## config.mk

```make
export PLATFORM = sky130hd
export DESIGN_NAME = ram_arbiter_flat
export DESIGN_NICKNAME = d
export VERILOG_FILES = /design/src/rtl/ram_arbiter_if.sv /design/src/rtl/ram_arbiter.sv /design/src/flat_wrapper.sv
export SDC_FILE = /design/constraint.sdc
export NUM_CORES = 1
export LEC_CHECK = 0
export ABC_AREA = 1
export CORE_AREA = 2 2 87 89
export DETAILED_ROUTE_END_ITERATION = 10
export DIE_AREA = 0 0 89 91
export MAX_ROUTING_LAYER = met4
export PLACE_DENSITY = 0.76
export SLEW_MARGIN = 0
export SYNTH_ARGS = -nofsm -noshare
export SYNTH_HDL_FRONTEND = slang
export SYNTH_SLANG_ARGS = --single-unit
```

## constraint.sdc

```tcl
create_clock -name clk -period 1.05 [get_ports clk]
set_input_delay 0.105 -clock clk [delete_from_list [all_inputs] [get_ports clk]]
set_output_delay 0.105 -clock clk [all_outputs]
set_load 0.01 [all_outputs]
```

## src/rtl/ram_arbiter_if.sv

```systemverilog
`timescale 1ns/1ps
// ram_arbiter_if
// Bundles the two requester ports and the RAM-side signals of the
// two-port RAM arbiter.
//   slave  : arbiter view. It takes the requests and RAM read data, and
//            drives the grants, read responses and RAM controls.
//   master : environment view. It drives the requests and RAM read data.
// Per-port signals: req, we, addr, wdata, gnt, rvalid, rdata.
// RAM signals: ram_addr, ram_wdata, ram_we, ram_rdata.
interface ram_arbiter_if #(
   parameter int ADDR_WIDTH = 8,
   parameter int DATA_WIDTH = 32
);
   logic                  p0_req;
   logic                  p0_we;
   logic [ADDR_WIDTH-1:0] p0_addr;
   logic [DATA_WIDTH-1:0] p0_wdata;
   logic                  p0_gnt;
   logic                  p0_rvalid;
   logic [DATA_WIDTH-1:0] p0_rdata;

   logic                  p1_req;
   logic                  p1_we;
   logic [ADDR_WIDTH-1:0] p1_addr;
   logic [DATA_WIDTH-1:0] p1_wdata;
   logic                  p1_gnt;
   logic                  p1_rvalid;
   logic [DATA_WIDTH-1:0] p1_rdata;

   logic [ADDR_WIDTH-1:0] ram_addr;
   logic [DATA_WIDTH-1:0] ram_wdata;
   logic                  ram_we;
   logic [DATA_WIDTH-1:0] ram_rdata;

   modport slave (
      input  p0_req, p0_we, p0_addr, p0_wdata,
      input  p1_req, p1_we, p1_addr, p1_wdata,
      input  ram_rdata,
      output p0_gnt, p0_rvalid, p0_rdata,
      output p1_gnt, p1_rvalid, p1_rdata,
      output ram_addr, ram_wdata, ram_we
   );

   modport master (
      output p0_req, p0_we, p0_addr, p0_wdata,
      output p1_req, p1_we, p1_addr, p1_wdata,
      output ram_rdata,
      input  p0_gnt, p0_rvalid, p0_rdata,
      input  p1_gnt, p1_rvalid, p1_rdata,
      input  ram_addr, ram_wdata, ram_we
   );
endinterface

```

## src/rtl/ram_arbiter.sv

```systemverilog
`timescale 1ns/1ps
// ram_arbiter
// Shares one single-port RAM between two req/gnt requesters. It grants at
// most one access per cycle, with round-robin fairness over bounded bursts.
// Read data comes back one cycle after the grant and is flagged by the
// issuing port's rvalid.
// Ports:
//   clk : rising-edge clock
//   rst : synchronous, active-high reset
//   bus : ram_arbiter_if.slave. It carries both requester ports and the
//         RAM addr/wdata/we/rdata.
module ram_arbiter #(
   parameter int ADDR_WIDTH = 8,
   parameter int DATA_WIDTH = 32,
   parameter int MAX_BURST  = 4
) (
   input  logic          clk,
   input  logic          rst,
   ram_arbiter_if.slave  bus
);
   localparam int             CW      = $clog2(MAX_BURST + 1);
   localparam logic [CW-1:0]  CNT_MAX = CW'(MAX_BURST);
   localparam logic [CW-1:0]  CNT_ONE = CW'(1);

   logic          last_r;      // port granted most recently
   logic [CW-1:0] cnt_r;       // consecutive grants to last_r, saturating
   logic [1:0]    rd_pend_r;   // read accepted last cycle, per port

   logic          any_s;       // at least one port is requesting
   logic          winner_s;    // port selected this cycle, valid when any_s

   // Winner selection. A lone requester always wins. On a tie, last_r keeps
   // the grant until its burst budget is used up.
   always_comb begin
      any_s    = bus.p0_req | bus.p1_req;
      winner_s = 1'b0;
      if (bus.p0_req && bus.p1_req) begin
         if (cnt_r < CNT_MAX) begin
            winner_s = last_r;
         end else begin
            winner_s = ~last_r;
         end
      end else if (bus.p1_req) begin
         winner_s = 1'b1;
      end else begin
         winner_s = 1'b0;
      end
   end

   // One-hot grants and RAM drive muxed from the winner's fields.
   // When nothing is granted, the RAM controls are driven to zero.
   always_comb begin
      bus.p0_gnt    = any_s & ~winner_s;
      bus.p1_gnt    = any_s &  winner_s;
      bus.ram_we    = 1'b0;
      bus.ram_addr  = {ADDR_WIDTH{1'b0}};
      bus.ram_wdata = {DATA_WIDTH{1'b0}};
      if (any_s) begin
         if (winner_s) begin
            bus.ram_we    = bus.p1_we;
            bus.ram_addr  = bus.p1_addr;
            bus.ram_wdata = bus.p1_wdata;
         end else begin
            bus.ram_we    = bus.p0_we;
            bus.ram_addr  = bus.p0_addr;
            bus.ram_wdata = bus.p0_wdata;
         end
      end else begin
         bus.ram_we    = 1'b0;
         bus.ram_addr  = {ADDR_WIDTH{1'b0}};
         bus.ram_wdata = {DATA_WIDTH{1'b0}};
      end
   end

   // Fairness state and pending-read tracking.
   // An idle cycle saturates cnt_r, so the next tie goes to the other port.
   always_ff @(posedge clk) begin
      if (rst) begin
         last_r    <= 1'b1;
         cnt_r     <= CNT_MAX;
         rd_pend_r <= 2'b00;
      end else if (any_s) begin
         if (winner_s == last_r) begin
            cnt_r <= (cnt_r < CNT_MAX) ? (cnt_r + CNT_ONE) : CNT_MAX;
         end else begin
            last_r <= winner_s;
            cnt_r  <= CNT_ONE;
         end
         rd_pend_r[0] <= bus.p0_gnt & ~bus.p0_we;
         rd_pend_r[1] <= bus.p1_gnt & ~bus.p1_we;
      end else begin
         cnt_r     <= CNT_MAX;
         rd_pend_r <= 2'b00;
      end
   end

   // Read responses. rvalid is masked while rst is high, so a read accepted
   // just before reset is never reported.
   always_comb begin
      bus.p0_rvalid = rd_pend_r[0] & ~rst;
      bus.p1_rvalid = rd_pend_r[1] & ~rst;
      bus.p0_rdata  = bus.ram_rdata;
      bus.p1_rdata  = bus.ram_rdata;
   end
endmodule

```

## src/flat_wrapper.sv

```systemverilog
// flat-port wrapper written by rule: the top's interface ports become plain ports
module ram_arbiter_flat 
#(
   parameter int ADDR_WIDTH = 8,
   parameter int DATA_WIDTH = 32,
   parameter int MAX_BURST  = 4
)
  (clk, rst, bus_p0_req, bus_p0_we, bus_p0_addr, bus_p0_wdata, bus_p1_req, bus_p1_we, bus_p1_addr, bus_p1_wdata, bus_ram_rdata, bus_p0_gnt, bus_p0_rvalid, bus_p0_rdata, bus_p1_gnt, bus_p1_rvalid, bus_p1_rdata, bus_ram_addr, bus_ram_wdata, bus_ram_we);
  ram_arbiter_if #(.ADDR_WIDTH(ADDR_WIDTH), .DATA_WIDTH(DATA_WIDTH)) bus_i ();
  input  logic clk;
  input  logic rst;
  input wire logic [$bits(bus_i.p0_req)-1:0] bus_p0_req;
  input wire logic [$bits(bus_i.p0_we)-1:0] bus_p0_we;
  input wire logic [$bits(bus_i.p0_addr)-1:0] bus_p0_addr;
  input wire logic [$bits(bus_i.p0_wdata)-1:0] bus_p0_wdata;
  input wire logic [$bits(bus_i.p1_req)-1:0] bus_p1_req;
  input wire logic [$bits(bus_i.p1_we)-1:0] bus_p1_we;
  input wire logic [$bits(bus_i.p1_addr)-1:0] bus_p1_addr;
  input wire logic [$bits(bus_i.p1_wdata)-1:0] bus_p1_wdata;
  input wire logic [$bits(bus_i.ram_rdata)-1:0] bus_ram_rdata;
  output wire logic [$bits(bus_i.p0_gnt)-1:0] bus_p0_gnt;
  output wire logic [$bits(bus_i.p0_rvalid)-1:0] bus_p0_rvalid;
  output wire logic [$bits(bus_i.p0_rdata)-1:0] bus_p0_rdata;
  output wire logic [$bits(bus_i.p1_gnt)-1:0] bus_p1_gnt;
  output wire logic [$bits(bus_i.p1_rvalid)-1:0] bus_p1_rvalid;
  output wire logic [$bits(bus_i.p1_rdata)-1:0] bus_p1_rdata;
  output wire logic [$bits(bus_i.ram_addr)-1:0] bus_ram_addr;
  output wire logic [$bits(bus_i.ram_wdata)-1:0] bus_ram_wdata;
  output wire logic [$bits(bus_i.ram_we)-1:0] bus_ram_we;
  assign bus_i.p0_req = bus_p0_req;
  assign bus_i.p0_we = bus_p0_we;
  assign bus_i.p0_addr = bus_p0_addr;
  assign bus_i.p0_wdata = bus_p0_wdata;
  assign bus_i.p1_req = bus_p1_req;
  assign bus_i.p1_we = bus_p1_we;
  assign bus_i.p1_addr = bus_p1_addr;
  assign bus_i.p1_wdata = bus_p1_wdata;
  assign bus_i.ram_rdata = bus_ram_rdata;
  assign bus_p0_gnt = bus_i.p0_gnt;
  assign bus_p0_rvalid = bus_i.p0_rvalid;
  assign bus_p0_rdata = bus_i.p0_rdata;
  assign bus_p1_gnt = bus_i.p1_gnt;
  assign bus_p1_rvalid = bus_i.p1_rvalid;
  assign bus_p1_rdata = bus_i.p1_rdata;
  assign bus_ram_addr = bus_i.ram_addr;
  assign bus_ram_wdata = bus_i.ram_wdata;
  assign bus_ram_we = bus_i.ram_we;
  ram_arbiter #(.ADDR_WIDTH(ADDR_WIDTH), .DATA_WIDTH(DATA_WIDTH), .MAX_BURST(MAX_BURST)) u_core (.clk(clk), .rst(rst), .bus(bus_i));
endmodule
```

### Word level (Yosys, flattened, before mapping)

Index checks and enable logic that the tools add are counted.
W data, S select, Z words.

| storage, ports and cells | value |
|---|---|
| bits in registers | 6 |
| input bits | 118 |
| output and inout port bits | 109 |
| word-level logic and storage cells | 37 |

| cells by class | value |
|---|---|
| add/sub/neg operators | 1 |
| $lt $le $gt $ge | 1 |
| equal/unequal tests | 1 |
| muxes and demuxes | 11 |
| bitwise gates (word level) | 15 |
| reductions and logical operators | 4 |

Operators by type and width:

| kind | number |
|---|---|
| $mux W32 | 2 |
| $mux W8 | 2 |
| $not A1 Y1 | 8 |
| $and A1 B1 Y1 | 6 |
| $mux W3 | 2 |
| $mux W1 | 5 |
| $reduce_or A4 Y1 | 1 |
| $add A3 B1 Y3 const B | 1 |
| $lt A3 B3 Y1 const B | 1 |
| $reduce_and A2 Y1 | 1 |
| $reduce_or A2 Y1 | 1 |
| $eq A1 B1 Y1 | 1 |
| $logic_and A1 B1 Y1 | 1 |
| $or A1 B1 Y1 | 1 |

### Depth between registers and ports, before layout

| logic depth | value |
|---|---|
| depth after elaboration | 6 |
| mapped depth | 8 |
| gate-level depth less buffers | 7 |

### Worst setup path before layout

Ideal clock, no wire load.

| timing | value |
|---|---|
| path kind | flip-flop to output port |
| from | register u_core.cnt_r[2] |
| to | output port bus_p0_gnt |
| data arrival time | 1.059 ns |
| required time | 0.945 ns |
| path slack | -0.114 ns |
| stages on the path, launching flop included | 8 |
| cells stage by stage | dfxtp_1 inv_2 nand2_1 nand3_2 nand2_4 inv_2 buf_6 nor2_1 |

| between the ends | value |
|---|---|
| word-level cells in the longest chain between the ends | 5 |

RTL lines:

| item | RTL line | RTL |
|---|---|---|
| start: declaration | ram_arbiter.sv:26 | `logic [CW-1:0] cnt_r;` |
| start signal: assignment | ram_arbiter.sv:84 | `cnt_r <= (cnt_r < CNT_MAX) ? (cnt_r + CNT_ONE) : CNT_MAX;` |
| $lt A3 B3 Y1 | ram_arbiter.sv:38 | `if (cnt_r < CNT_MAX) begin` |
| $mux W1 | ram_arbiter.sv:38 |  |
| $mux W1 | ram_arbiter.sv:37 | `if (bus.p0_req && bus.p1_req) begin` |
| $not A1 Y1 | ram_arbiter.sv:53 | `bus.p0_gnt = any_s & ~winner_s;` |
| $and A1 B1 Y1 | ram_arbiter.sv:53 |  |
| end: declaration | flat_wrapper.sv:21 | `output wire logic [$bits(bus_i.p0_gnt)-1:0] bus_p0_gnt;` |

Every way passes these cells.

### Worst setup path after layout

| timing | value |
|---|---|
| from | register u_core.cnt_r[2] |
| to | output port bus_ram_addr[4] |

| between the ends | value |
|---|---|
| word-level cells in the longest chain between the ends | 5 |

RTL lines:

| item | RTL line | RTL |
|---|---|---|
| $lt A3 B3 Y1 | ram_arbiter.sv:38 |  |
| $mux W1 | ram_arbiter.sv:38 |  |
| $mux W1 | ram_arbiter.sv:37 |  |
| $mux W8 | ram_arbiter.sv:59 | `if (winner_s) begin` |
| $mux W8 | ram_arbiter.sv:58 | `if (any_s) begin` |
| end: declaration | flat_wrapper.sv:27 | `output wire logic [$bits(bus_i.ram_addr)-1:0] bus_ram_addr;` |

Every way passes these cells.

==> qor.txt <==
Outcome: finished, violations left
Failing checks: negative setup slack
Initial Util: 19.7%
Yosys warns: 0
CORE AREA: 0.00714 sq mm
Hold WS: 0.210 ns
Hold Crit Endpoint: bus_p0_rdata[8]
Post-synthesis sequential area ratio: 8.56%
Max FO, Critical Path: 7
Reg2reg setup slack: -0.11 ns
Total grt overflow: 0
DRT iter0 DRCs: 31
Total chip power: 1.85 mW
Count of pins over their slew limit: 0
Unique masters post-synth: 18
Worst flop-to-flop path startpoint: u_core.cnt_r[2]$_SDFF_PP1_
R2R Path End: u_core.rd_pend_r[0]$_SDFF_PP0_
Final period util: 143%
Syn Nets: 362
Largest net degree at the start of global routing: 22
Synthesized area: 0.00140 sq mm
WS Path Type: flip-flop to output pin
Hold Buf Count CTS: 0
Clk buf depth: 2
Fin. Hold Viols: 0
Cells after Synth: 243
Final Net Count: 444
Vias: 1777
HP Start: bus_ram_rdata[8]
Post-synthesis mux area share: 0%
Post-layout util: 35.1%
I/O Buffers: 130
Leading cell type in the layout, fill and taps excluded: clkdlybuf4s50_1
Final TNS setup: -18.56 ns
Final RePlAce weighted congestion: 0.726
CTS sink cnt: 6
H-tree depth: 1
Initial antenna violation count: 0
Setup ws final: -0.451 ns
Power density cells: 738 mW/mm^2
Skew-Pair Late Insertion Delay: 0.22 ns
Adder-cell share of the synthesized area: 0.891%
Skew final: 0.00117 ns
Syn_area_per_cell: 5.78 sq um
Vias in the first global route: 1736
IR drop worst, VDD: 265 uV
Drt drc: 0
Most frequent cells in the layout: 83 x clkdlybuf4s50_1, 76 x nand2_1, 39 x nand3_1, 31 x buf_2
Fmax: 666 MHz
Synthesized flop and latch total: 6
Reg area: 125 sq um
RSZ-0062 raised after global routing: true
Clock period minus final worst setup slack: 1.50 ns
Die Y: 91 microns
Hold crit path type: primary input to output pin
First drt pass iteration count: 4
Required time worst endpoint: 0.94 ns
Largest family of logic cells by synthesized area: simple AND/OR/NAND/NOR gates
Cell row count: 31
CTS tree: yes
XOR/XNOR share of the synthesized area: 0%
Fill count: 808
Drt via density: 4.21
Place WS: -0.852 ns
CP endpoint kind: output pin
R2R depth: 8
Simple-gate portion of the synthesized area: 44.3%
Startpoint types: flip-flop
# IOs: 227
ANT nets after route: 0
Slew headroom: 83.3%
Synth Area in Compound Gates: 2.85%
CTS buffer count: 3
Final Setup Violations: 47
Max Cap Violations: 0
Hold path depth: 0
Die area: 0.00810 sq mm
Detailed placement HPWL: 4.33 mm
Critical path arrival: 1.40 ns
Drt wl/cell: 13.8 microns
Clk slew on worst S/H paths: 0.03 ns
Antenna fix cells: 0
Leakage: 1.24 nW
Total track usage: 13.2%
Global-route wire length before repair: 8.24 mm
Root buffer cell: clkbuf_8
Multi-input gate area: 763 sq um
Layout cells sized above 1: 31.3%
Tightest Pin Transition: 0.251 ns
Total Routed Length: 5.84 mm
Layout area overhead: 78.5%
Die Wd: 89 microns
## metrics by stage
stage,cell area [sq um],std cells
2_1_floorplan,1430,243
3_3_place_gp,2460,410
3_5_place_dp,2460,410
4_1_cts,2470,418
5_1_grt,2510,422
6_report,2510,422
## worst max-delay path, stage by stage (launching register included)
cell and delay [ns]:
dfxtp_2 0.35, inv_2 0.05, nand2_2 0.08, nand3_4 0.10, nand2_8 0.13, inv_8 0.07
clkbuf_16 0.16, nand2_1 0.06, nand2_1 0.05, buf_2 0.13
## what timing repair did
item                                    in CTS  in global routing
cloned                                       2                  2
endpoints found under the setup margin      49                 48
gates resized for setup                    167                 35
buffers inserted                             3                  4
hold endpoints to repair                     0                  0
pin swaps                                    1                  6
## flip-flops by register name, summed over array words and instances (netlist names)
signal,flops
u_core.cnt_r,3
u_core.last_r,1
u_core.rd_pend_r,2
## report_power, final
group | switching, mW | internal (mW) | leakage (nW)
clock network | 0.0865 | 0.245 | 0.0216
registers | 0.0118 | 0.245 | 0.0493
logic | 0.556 | 0.704 | 1.17
total | 0.654 | 1.19 | 1.24
## worst max-delay path by stage
stage                                          start           endpoint  slack, ns  depth (start not counted)
after floorplan           u_core.cnt_r[2]$_SDFF_PP1_  bus_ram_wdata[13]      -0.03                          8
after global placement                    bus_p0_req   bus_ram_wdata[9]      -0.84                          7
after detailed placement                  bus_p0_req   bus_ram_wdata[9]      -0.85                          7
after CTS                 u_core.cnt_r[2]$_SDFF_PP1_  bus_ram_wdata[21]      -0.55                          9
after global routing      u_core.cnt_r[2]$_SDFF_PP1_    bus_ram_addr[5]      -0.52                          9
final                     u_core.cnt_r[2]$_SDFF_PP1_    bus_ram_addr[4]      -0.45                          9
## cell families after synthesis
logic type | Yosys count
AOI/OAI and AO/OA | 6
DFF | 6
buffers and inverters | 85
adders and majority gates | 1
and+or+nand+nor | 145
## layout make-up
type,instances,area share [%]
Timing Repair Buffer,153,56.3
Multi-Input combinational cell,152,30.5
Sequential cell,6,4.99
Inverter,9,1.65
Clock buffer,3,1.65
Tap cell,99,4.94
## Yosys cell counts
| library cell | count | area (sq um) |
|---|---|---|
| a21oi_1 | 2 | 10.0 |
| buf_2 | 4 | 20.0 |
| buf_4 | 68 | 510 |
| buf_6 | 4 | 45.0 |
| dfxtp_1 | 6 | 120 |
| ha_1 | 1 | 12.5 |
| inv_1 | 5 | 18.8 |
| inv_2 | 4 | 15.0 |
| nand2_1 | 89 | 334 |
| nand2_4 | 1 | 11.3 |
| nand3_1 | 43 | 215 |
| nand3_2 | 1 | 10.0 |
| nand3b_1 | 1 | 7.51 |
| nor2_1 | 7 | 26.3 |
| nor2_2 | 1 | 6.26 |
| nor3_1 | 1 | 5.00 |
| o211ai_1 | 4 | 30.0 |
| or2_2 | 1 | 6.26 |
## layer usage
| metal | vias to the layer above | part of all wire (%) | wire length [microns] | global-route usage, % |
|---|---|---|---|---|
| li1 | 867 | - | - | - |
| met1 | 767 | 34 | 2000 | 12.9 |
| met2 | 102 | 51 | 2990 | 23.9 |
| met3 | 41 | 9.8 | 572 | 2.91 |
| met4 | 0 | 4.7 | 275 | 6.84 |
| met5 | - | 0 | 0 | - |
No activity file was read; power rests on OpenSTA's default activity.
